--- src/rtl/order_gate.sv ---
`default_nettype none
// ============================================================================
// Module   : order_gate
// Brief    : Order gate downstream of the price risk firewall. Forwards orders
//            over valid/ready only while safe_to_trade is high. Enforces a
//            per-order quantity cap and a token-bucket rate limit. Latches a
//            kill state after a sustained firewall lock. Every dropped order
//            is reported with a reject code and a saturating counter.
// Revision : 1.0 - initial release
// ============================================================================
module order_gate #(
  parameter int MAX_TOKENS    = 8,
  parameter int REFILL_CYCLES = 16,
  parameter int KILL_CYCLES   = 4,
  parameter int MAX_QTY       = 1000,
  parameter int CNT_W         = 16
) (
  input  logic             clk,
  input  logic             rst_n,
  input  logic             safe_to_trade,
  input  logic             kill_clear,
  input  logic             ord_valid,
  output logic             ord_ready,
  input  logic [31:0]      ord_price,
  input  logic [15:0]      ord_qty,
  input  logic             ord_side,
  output logic             out_valid,
  input  logic             out_ready,
  output logic [31:0]      out_price,
  output logic [15:0]      out_qty,
  output logic             out_side,
  output logic [1:0]       state,
  output logic             reject_pulse,
  output logic [1:0]       reject_code,
  output logic [CNT_W-1:0] reject_count
);

  // --------------------------------------------------------------------------
  // Widths and constants
  // --------------------------------------------------------------------------
  localparam int TOK_W = $clog2(MAX_TOKENS + 1);
  localparam int REF_W = (REFILL_CYCLES > 1) ? $clog2(REFILL_CYCLES) : 1;
  localparam int LOW_W = $clog2(KILL_CYCLES + 1);
  localparam int SUM_W = CNT_W + 1;

  localparam logic [TOK_W-1:0] C_TOK_MAX   = TOK_W'(MAX_TOKENS);
  localparam logic [REF_W-1:0] C_REF_LAST  = REF_W'(REFILL_CYCLES - 1);
  localparam logic [LOW_W-1:0] C_KILL_LIM  = LOW_W'(KILL_CYCLES);
  localparam logic [LOW_W-1:0] C_KILL_PRE  = LOW_W'(KILL_CYCLES - 1);
  localparam logic [15:0]      C_MAX_QTY   = 16'(MAX_QTY);

  localparam logic [1:0] C_REJ_NONE  = 2'd0;
  localparam logic [1:0] C_REJ_HALT  = 2'd1;
  localparam logic [1:0] C_REJ_THROT = 2'd2;
  localparam logic [1:0] C_REJ_QTY   = 2'd3;

  typedef enum logic [1:0] {
    ST_RUN    = 2'd0,
    ST_HALT   = 2'd1,
    ST_KILLED = 2'd2
  } state_t;

  // --------------------------------------------------------------------------
  // State
  // --------------------------------------------------------------------------
  state_t            state_q, state_d;
  logic [LOW_W-1:0]  low_q, low_d;
  logic [TOK_W-1:0]  tok_q, tok_d;
  logic [REF_W-1:0]  ref_q, ref_d;

  logic              out_valid_q, out_valid_d;
  logic [31:0]       out_price_q, out_price_d;
  logic [15:0]       out_qty_q,   out_qty_d;
  logic              out_side_q,  out_side_d;

  logic              rej_pulse_q, rej_pulse_d;
  logic [1:0]        rej_code_q,  rej_code_d;
  logic [CNT_W-1:0]  rej_cnt_q,   rej_cnt_d;

  // --------------------------------------------------------------------------
  // Combinational decode
  // --------------------------------------------------------------------------
  logic              w_low_hit;
  logic              w_enter_kill;
  logic              w_accept;
  logic              w_qty_bad;
  logic              w_rej_state;
  logic              w_rej_qty;
  logic              w_rej_tok;
  logic              w_rej_ord;
  logic              w_fwd;
  logic              w_flush;
  logic              w_refill;
  logic [1:0]        w_rej_n;
  logic [SUM_W-1:0]  w_cnt_sum;

  // This low sample completes the run of KILL_CYCLES consecutive lows.
  assign w_low_hit    = !safe_to_trade && (low_q >= C_KILL_PRE);
  assign w_enter_kill = (state_d == ST_KILLED) && (state_q != ST_KILLED);

  // Outside RUN the gate always accepts, so upstream drains into rejects.
  assign ord_ready = (state_q == ST_RUN) ? (!out_valid_q || out_ready) : 1'b1;
  assign w_accept  = ord_valid && ord_ready;

  assign w_qty_bad   = (ord_qty == 16'd0) || (ord_qty > C_MAX_QTY);
  assign w_rej_state = w_accept && (state_q != ST_RUN);
  assign w_rej_qty   = w_accept && (state_q == ST_RUN) && w_qty_bad;
  assign w_rej_tok   = w_accept && (state_q == ST_RUN) && !w_qty_bad
                       && (tok_q == '0);
  assign w_fwd       = w_accept && (state_q == ST_RUN) && !w_qty_bad
                       && (tok_q != '0);
  assign w_rej_ord   = w_rej_state || w_rej_qty || w_rej_tok;

  // A pending entry that is not being taken this edge dies with the kill.
  assign w_flush = w_enter_kill && out_valid_q && !out_ready;

  // An order reject and a kill flush on the same edge both count.
  assign w_rej_n   = {1'b0, w_rej_ord} + {1'b0, w_flush};
  assign w_cnt_sum = {1'b0, rej_cnt_q} + SUM_W'(w_rej_n);

  assign w_refill = (ref_q == C_REF_LAST);

  // Firewall run-length counter and RUN/HALT/KILLED next-state logic
  always_comb begin
    state_d = state_q;
    low_d   = low_q;

    if (safe_to_trade) begin
      low_d = '0;
    end else if (low_q != C_KILL_LIM) begin
      low_d = low_q + LOW_W'(1);
    end

    case (state_q)
      ST_RUN: begin
        if (!safe_to_trade) begin
          state_d = w_low_hit ? ST_KILLED : ST_HALT;
        end
      end
      ST_HALT: begin
        if (safe_to_trade) begin
          state_d = ST_RUN;
        end else if (w_low_hit) begin
          state_d = ST_KILLED;
        end
      end
      ST_KILLED: begin
        // Re-arm only with the firewall approving on the same edge.
        if (kill_clear && safe_to_trade) begin
          state_d = ST_RUN;
        end
      end
      default: begin
        state_d = ST_RUN;
      end
    endcase
  end

  // Token bucket: free-running refill timer, consume on forward
  always_comb begin
    ref_d = w_refill ? '0 : ref_q + REF_W'(1);
    tok_d = tok_q;
    if (w_refill && !w_fwd) begin
      if (tok_q != C_TOK_MAX) begin
        tok_d = tok_q + TOK_W'(1);
      end
    end else if (!w_refill && w_fwd) begin
      tok_d = tok_q - TOK_W'(1);
    end
  end

  // Output register: load on forward, hold while stalled, flush on kill
  always_comb begin
    out_valid_d = out_valid_q;
    out_price_d = out_price_q;
    out_qty_d   = out_qty_q;
    out_side_d  = out_side_q;

    if (w_fwd) begin
      out_valid_d = 1'b1;
      out_price_d = ord_price;
      out_qty_d   = ord_qty;
      out_side_d  = ord_side;
    end else if (w_flush) begin
      out_valid_d = 1'b0;
    end else if (out_valid_q && out_ready) begin
      out_valid_d = 1'b0;
    end
  end

  // Reject strobe, code and saturating counter
  always_comb begin
    rej_pulse_d = w_rej_ord || w_flush;
    rej_code_d  = C_REJ_NONE;
    if (w_flush || w_rej_state) begin
      rej_code_d = C_REJ_HALT;
    end else if (w_rej_qty) begin
      rej_code_d = C_REJ_QTY;
    end else if (w_rej_tok) begin
      rej_code_d = C_REJ_THROT;
    end

    if (w_cnt_sum[CNT_W]) begin
      rej_cnt_d = '1;
    end else begin
      rej_cnt_d = w_cnt_sum[CNT_W-1:0];
    end
  end

  // State registers with asynchronous clear
  always_ff @(posedge clk or negedge rst_n) begin
    if (!rst_n) begin
      state_q     <= ST_RUN;
      low_q       <= '0;
      tok_q       <= C_TOK_MAX;
      ref_q       <= '0;
      out_valid_q <= 1'b0;
      out_price_q <= '0;
      out_qty_q   <= '0;
      out_side_q  <= 1'b0;
      rej_pulse_q <= 1'b0;
      rej_code_q  <= C_REJ_NONE;
      rej_cnt_q   <= '0;
    end else begin
      state_q     <= state_d;
      low_q       <= low_d;
      tok_q       <= tok_d;
      ref_q       <= ref_d;
      out_valid_q <= out_valid_d;
      out_price_q <= out_price_d;
      out_qty_q   <= out_qty_d;
      out_side_q  <= out_side_d;
      rej_pulse_q <= rej_pulse_d;
      rej_code_q  <= rej_code_d;
      rej_cnt_q   <= rej_cnt_d;
    end
  end

  assign out_valid    = out_valid_q;
  assign out_price    = out_price_q;
  assign out_qty      = out_qty_q;
  assign out_side     = out_side_q;
  assign state        = state_q;
  assign reject_pulse = rej_pulse_q;
  assign reject_code  = rej_code_q;
  assign reject_count = rej_cnt_q;

endmodule
`default_nettype wire

--- config.mk ---
export PLATFORM = sky130hd
export DESIGN_NAME = order_gate
export DESIGN_NICKNAME = d
export VERILOG_FILES = /design/src/rtl/order_gate.sv
export SDC_FILE = /design/constraint.sdc
export NUM_CORES = 1
export LEC_CHECK = 0
export ABC_AREA = 0
export CAP_MARGIN = 10
export CORE_MARGIN = 2
export CORE_UTILIZATION = 40
export CTS_CLUSTER_SIZE = 30
export DETAILED_ROUTE_END_ITERATION = 12
export HOLD_SLACK_MARGIN = 0.08
export PLACE_DENSITY = 0.73
export SYNTH_ARGS = -nofsm -noshare
export SYNTH_HDL_FRONTEND = slang
export SYNTH_SLANG_ARGS = --single-unit
--- constraint.sdc ---
create_clock -name clk -period 2.9 [get_ports clk]
set_clock_uncertainty 0.2 [all_clocks]
set_input_delay 0.435 -clock clk [delete_from_list [all_inputs] [get_ports clk]]
set_output_delay 0.435 -clock clk [all_outputs]
set_load 0.01 [all_outputs]
## Word level (Yosys, flattened, before mapping)

Index checks and enable logic that the tools add are counted.

| word-level totals | value |
|---|---|
| output and inout bits | 72 |
| bits in registers | 82 |
| word-level logic and storage cells | 83 |
| input port bits | 55 |

| operators by class | value |
|---|---|
| muxes and demuxes | 20 |
| $lt $le $gt $ge | 2 |
| eq/ne operators | 8 |
| $add $sub $neg | 6 |
| reductions and logical operators | 36 |

Operators with widths:

| kind | number |
|---|---|
| 16-bit by 2-bit adder with 17-bit output | 1 |
| 16-bit by 10-bit greater-than comparator with 1-bit output (second input constant) | 1 |
| 16-bit zero test | 1 |
| 16-bit 2-to-1 mux | 1 |
| 2-bit 2-to-1 mux | 8 |
| 4-bit 2-to-1 mux | 4 |
| 1-bit logical AND | 15 |
| 4-bit by 1-bit adder with 4-bit output (second input constant) | 2 |
| 1-bit zero test | 6 |
| 1-bit logical OR | 6 |
| 3-bit 2-to-1 mux | 2 |
| 2-bit one-hot mux with 3 select lines | 1 |
| 2-bit nonzero test | 3 |
| 2-bit == test (second input constant) | 2 |
| 4-bit == test (second input constant) | 1 |
| 4-bit zero test | 1 |
| 1-bit 2-to-1 mux | 4 |
| 4-bit inequality test (second input constant) | 1 |
| 4-bit nonzero test | 1 |
| 4-bit by 1-bit subtractor with 4-bit output (second input constant) | 1 |
| 3-bit by 1-bit adder with 3-bit output (second input constant) | 1 |
| 3-bit by 2-bit >= comparator with 1-bit output (second input constant) | 1 |
| 3-bit inequality test (second input constant) | 1 |
| 3-bit nonzero test | 1 |
| other kinds (6) | 6 |

## Depth between registers and ports, before layout

| depth | value |
|---|---|
| depth in word-level cells | 12 |
| mapped depth | 13 |
| gate-level depth less buffers | 12 |

## Worst setup path before layout

OpenSTA, ideal clock, no wires.

| path | value |
|---|---|
| kind | input to register |
| start | input ord_qty[1] |
| end | register rej_cnt_q[9], in the netlist reject_count[9] |
| arrival | 2.832 ns |
| setup slack | -0.197 ns |
| library setup time | 0.065 ns |
| buffers on the path | 1 |
| data required time | 2.635 ns |
| cell stages on the path | 13 |
| path through | nor4_4 -> nand3_1 -> nor3b_1 -> nor2b_1 -> o2bb2ai_1 -> fa_1 -> ha_1 -> nand2_1 -> nor2_1 -> nand3_1 -> or4_1 -> buf_2 -> nand2_1 |

| between the ends | value |
|---|---|
| word-level cells in the longest chain between the ends | 9 |
| elaborated cells on any way between the ends | 12 |
| classes of those cells | 2 x add/sub; 1 x order compare; 1 x mux; 8 x reduce/logical |

Ends and longest elaborated chain:

| element | RTL line | text |
|---|---|---|
| start: declaration | 25 | `input logic [15:0] ord_qty,` |
| 16-bit by 10-bit greater-than comparator with 1-bit output / 16-bit zero test (equally long branches) | 105 | `assign w_qty_bad = (ord_qty == 16'd0) \|\| (ord_qty > C_MAX_QTY);` |
| 1-bit logical OR (*) | 105 |  |
| 1-bit zero test | 108 | `assign w_rej_tok = w_accept && (state_q == ST_RUN) && !w_qty_bad` |
| 1-bit logical AND | 108 |  |
| 1-bit logical AND | 109 | `&& (tok_q == '0);` |
| 1-bit logical OR (*) | 112 | `assign w_rej_ord = w_rej_state \|\| w_rej_qty \|\| w_rej_tok;` |
| 1-bit by 1-bit adder with 2-bit output (*) | 118 | `assign w_rej_n = {1'b0, w_rej_ord} + {1'b0, w_flush};` |
| 16-bit by 2-bit adder with 17-bit output (*) | 119 | `assign w_cnt_sum = {1'b0, rej_cnt_q} + SUM_W'(w_rej_n);` |
| 16-bit 2-to-1 mux (*) | 203 | `if (w_cnt_sum[CNT_W]) begin` |
| net rej_cnt_d[9] | 78 | `logic [CNT_W-1:0] rej_cnt_q, rej_cnt_d;` |
| end signal: assignment | 235 | `rej_cnt_q <= rej_cnt_d;` |
| end: declaration | 78 |  |

The timed path passes the listed nets; every way through them passes the cells marked *.
A chain may end at the register's enable or synchronous reset.

## Final worst setup path

| path | value |
|---|---|
| start | input ord_qty[15] |
| end | register rej_cnt_q[12], in the netlist reject_count[12] |

Same word-level chain as after synthesis.

==> flow_summary.ini <==
[global_route]
grt_pass1_wl_um = 13500
grt_max_degree = 83
grt_antenna_before_repair = 0
grt_pass1_vias = 2761
grt-ovfl-total = 0
grt_usage = 0.176

[setup_path]
r2r_end = reject_count[12]
worst-path-buf-inv = 1
path_class = in -> reg
arrival_ps = 2860
cp_slowest_stage_delay_ps = 430
path_depth = 12
r2r-start = low_q[0]
critPathTopFamily = simple AND/OR/NAND/NOR gates
cp_slowest_cell = fa_2
cp-end-kind = register
ff2ff_path_depth = 11
crit_chain = clkdlybuf4s50_1 -> nor4_2 -> nand2_1 -> nor3b_4 -> nor2b_4 -> o2bb2ai_4 -> fa_2 -> ha_4 -> nand2_4 -> nor3_2 -> nand4_1 -> mux2_4
cp_max_fo = 4
cp-start-kind = input pin
endpoint = reject_count[12]
crit_path_start = ord_qty[15]
regToRegSetupSlack_ps = 160
cp.required_ps = 2930

[yosys]
syn_inst = 275
yosys_register_bits = 82
synth_cell_types = 41
syn_nets = 339
synth-seq-area-share = 0.577
synth_edf_count = 0
synthFlopType = dfrtp_1
async_reset_ff_frac = 1.00
synth_area_per_cell_um2 = 12.9
synth_area_um2 = 3560
yosysWarnings = 0

[placement]
io_buffers = 126
globalplace.congestion = 0.782
post-place-ws_ps = -809
place_inst = 528
dp.final_hpwl_um = 5550

[final_layout]
fin_nets = 502
finalNonFillerCells = 551
antenna_cells = 0
final_util = 0.642
drive_gt1_frac = 0.287
syn_to_final_growth_pct = 56.5

[pwr]
leakagePower_nw = 2.53
comb_power_share = 0.287
ir_drop_uv = 279
p_sw_w = 0.000978
p_clk_frac = 0.302
p_per_area_nw_per_um2 = 645
pwr-share-seq = 0.412
swShare = 0.272
p_int_w = 0.00261

[clock_network]
cts_num_sinks = 82
cts-root-buf = clkbuf_8
ctsHtreeMaxLevel = 3
cts_tree = yes
clk_pin_slew_ps = 80
clock_latency_ps = 340
cts_buffer_depth = 2
cts_buffers = 9

[timing]
fin_ws_ps = 72.9
drv_slew = 0
setup_violations = 0
max_freq_mhz = 354
finalCritPeriodShare = 0.975
hold_viol = 0
setup_tns_ps = 0
max_slew.worst_pin.slew_ps = 482
relSlewSlack = 0.676
period_minus_slack_ps = 2830

[floorplanning]
ios = 127
die-area_um2 = 9670
die_h_um = 98.3
row_count = 34
die_w_um = 98.3
start_util = 0.410
core-area_um2 = 8680

[detailed_routing]
route.vias.total = 2729
drc = 0
antenna_left = 0
drt_iter0_drc = 55
via_per_inst = 4.95
firstDrtPassIters = 4
post_drt_wl_per_cell_um = 14.9
drt-total-wl_um = 8210

[worst_hold_path]
hold_path.class = in -> reg
hp-start = ord_qty[0]

[run_status]
status = finished, final reports clean

[flow_run]
drv_cap = 0
## worst min-delay path by stage
stage	end	slack [ps]	cells after the start
CTS	out_qty[0]	160	2
floorplan	low_q[0]	-60	0
global route	out_qty[0]	160	2
detailed placement	ref_q[0]	280	1
global placement	ref_q[0]	260	1
finish	out_qty[0]	170	2
## area by class of cell
cell class | instances | area, um2
multi-input cells | 177 | 1580
fillers | 695 | 3110
well taps | 108 | 135
flip-flops and latches | 82 | 2050
inverters | 10 | 37.5
repair buffers | 158 | 1500
clock buffers | 10 | 128
clock inverters | 6 | 138
## power by group through the flow
stage | sequential, W | clock (W) | combinational, W
after floorplan | 0.00155 | 0 | 0.000338
after global placement | 0.00148 | 0 | 0.000931
after detailed placement | 0.00149 | 0 | 0.000957
after CTS | 0.00148 | 0.00112 | 0.000998
after global routing | 0.00151 | 0.00117 | 0.00112
final | 0.00148 | 0.00108 | 0.00103
## Yosys cell counts (6+ instances only)
master   count  area (um2)
xnor2_1      9        78.8
a21oi_1      8        40.0
ha_1         7        87.6
xor2_1       7        61.3
nand2_1     22        82.6
nor3_1       6        30.0
mux2_2      45         507
nand3_1     12        60.1
nor2_1      10        37.5
inv_1       10        37.5
nor2b_1      8        50.1
dfrtp_1     81        2030
## metal layers
| layer | track usage | wire (um) | up-vias |
|---|---|---|---|
| met1 | 0.235 | 3490 | 1348 |
| met3 | 0.0336 | 371 | 15 |
| li1 | - | - | 1287 |
| met4 | 0.0790 | 200 | 0 |
| met2 | 0.280 | 4150 | 79 |
| met5 | 0 | 0 | - |
## through the flow
| stage | cell area, um2 | hold WS [ps] | total power (W) |
|---|---|---|---|
| final | 5570 | 173 | 0.00359 |
| after detailed placement | 5110 | 277 | 0.00245 |
| after floorplan | 3590 | -60.6 | 0.00189 |
| after CTS | 5500 | 156 | 0.00359 |
| after global placement | 5110 | 264 | 0.00241 |
| after global routing | 5570 | 161 | 0.00380 |
## what timing repair did
| action | in CTS | in global routing |
|---|---|---|
| pin swaps | 13 | 18 |
| hold endpoints to repair | 81 | 0 |
| cloned | 1 | 0 |
| setup endpoints to repair | 37 | 18 |
| gates resized for setup | 40 | 18 |
| buffers inserted | 5 | 1 |
| hold buffers | 1 | 0 |
## flip-flops by register name (all words and copies together) (netlist names)
register and count:
out_price 32, reject_count 16, reject_code 2, tok_q 4, out_valid 1, state 2, ref_q 4, low_q 3
reject_pulse 1, out_side 1, out_qty 16
## cells in the final DEF, fill, tap and decap left out, types with 7 or more instances in the layout
cell type / netlist / final
nand2_1: 22 / 21
mux2_2: 45 / 44
nor2_1: 10 / 8
buf_4: 0 / 30
a21oi_1: 8 / 7
inv_1: 10 / 10
xnor2_1: 9 / 9
clkbuf_8: 0 / 9
dfrtp_1: 81 / 81
xor2_1: 7 / 7
nand3_1: 12 / 11
clkdlybuf4s50_1: 0 / 112
nor2b_1: 8 / 7
## kinds of logic (layout without fill, tap and decap cells)
group                      Yosys count  count (layout)  share of synthesized area
muxes                               47              47                      0.148
xor gates and xnor gates            16              16                     0.0394
AOI/OAI and AO/OA                   23              23                     0.0404
adders and majority gates            9               9                     0.0359
DFF                                 82              82                      0.577
buffers and inverters               17             184                     0.0334
and+or+nand+nor                     81              82                      0.126
Note: power is estimated with default switching activity, not from simulation.
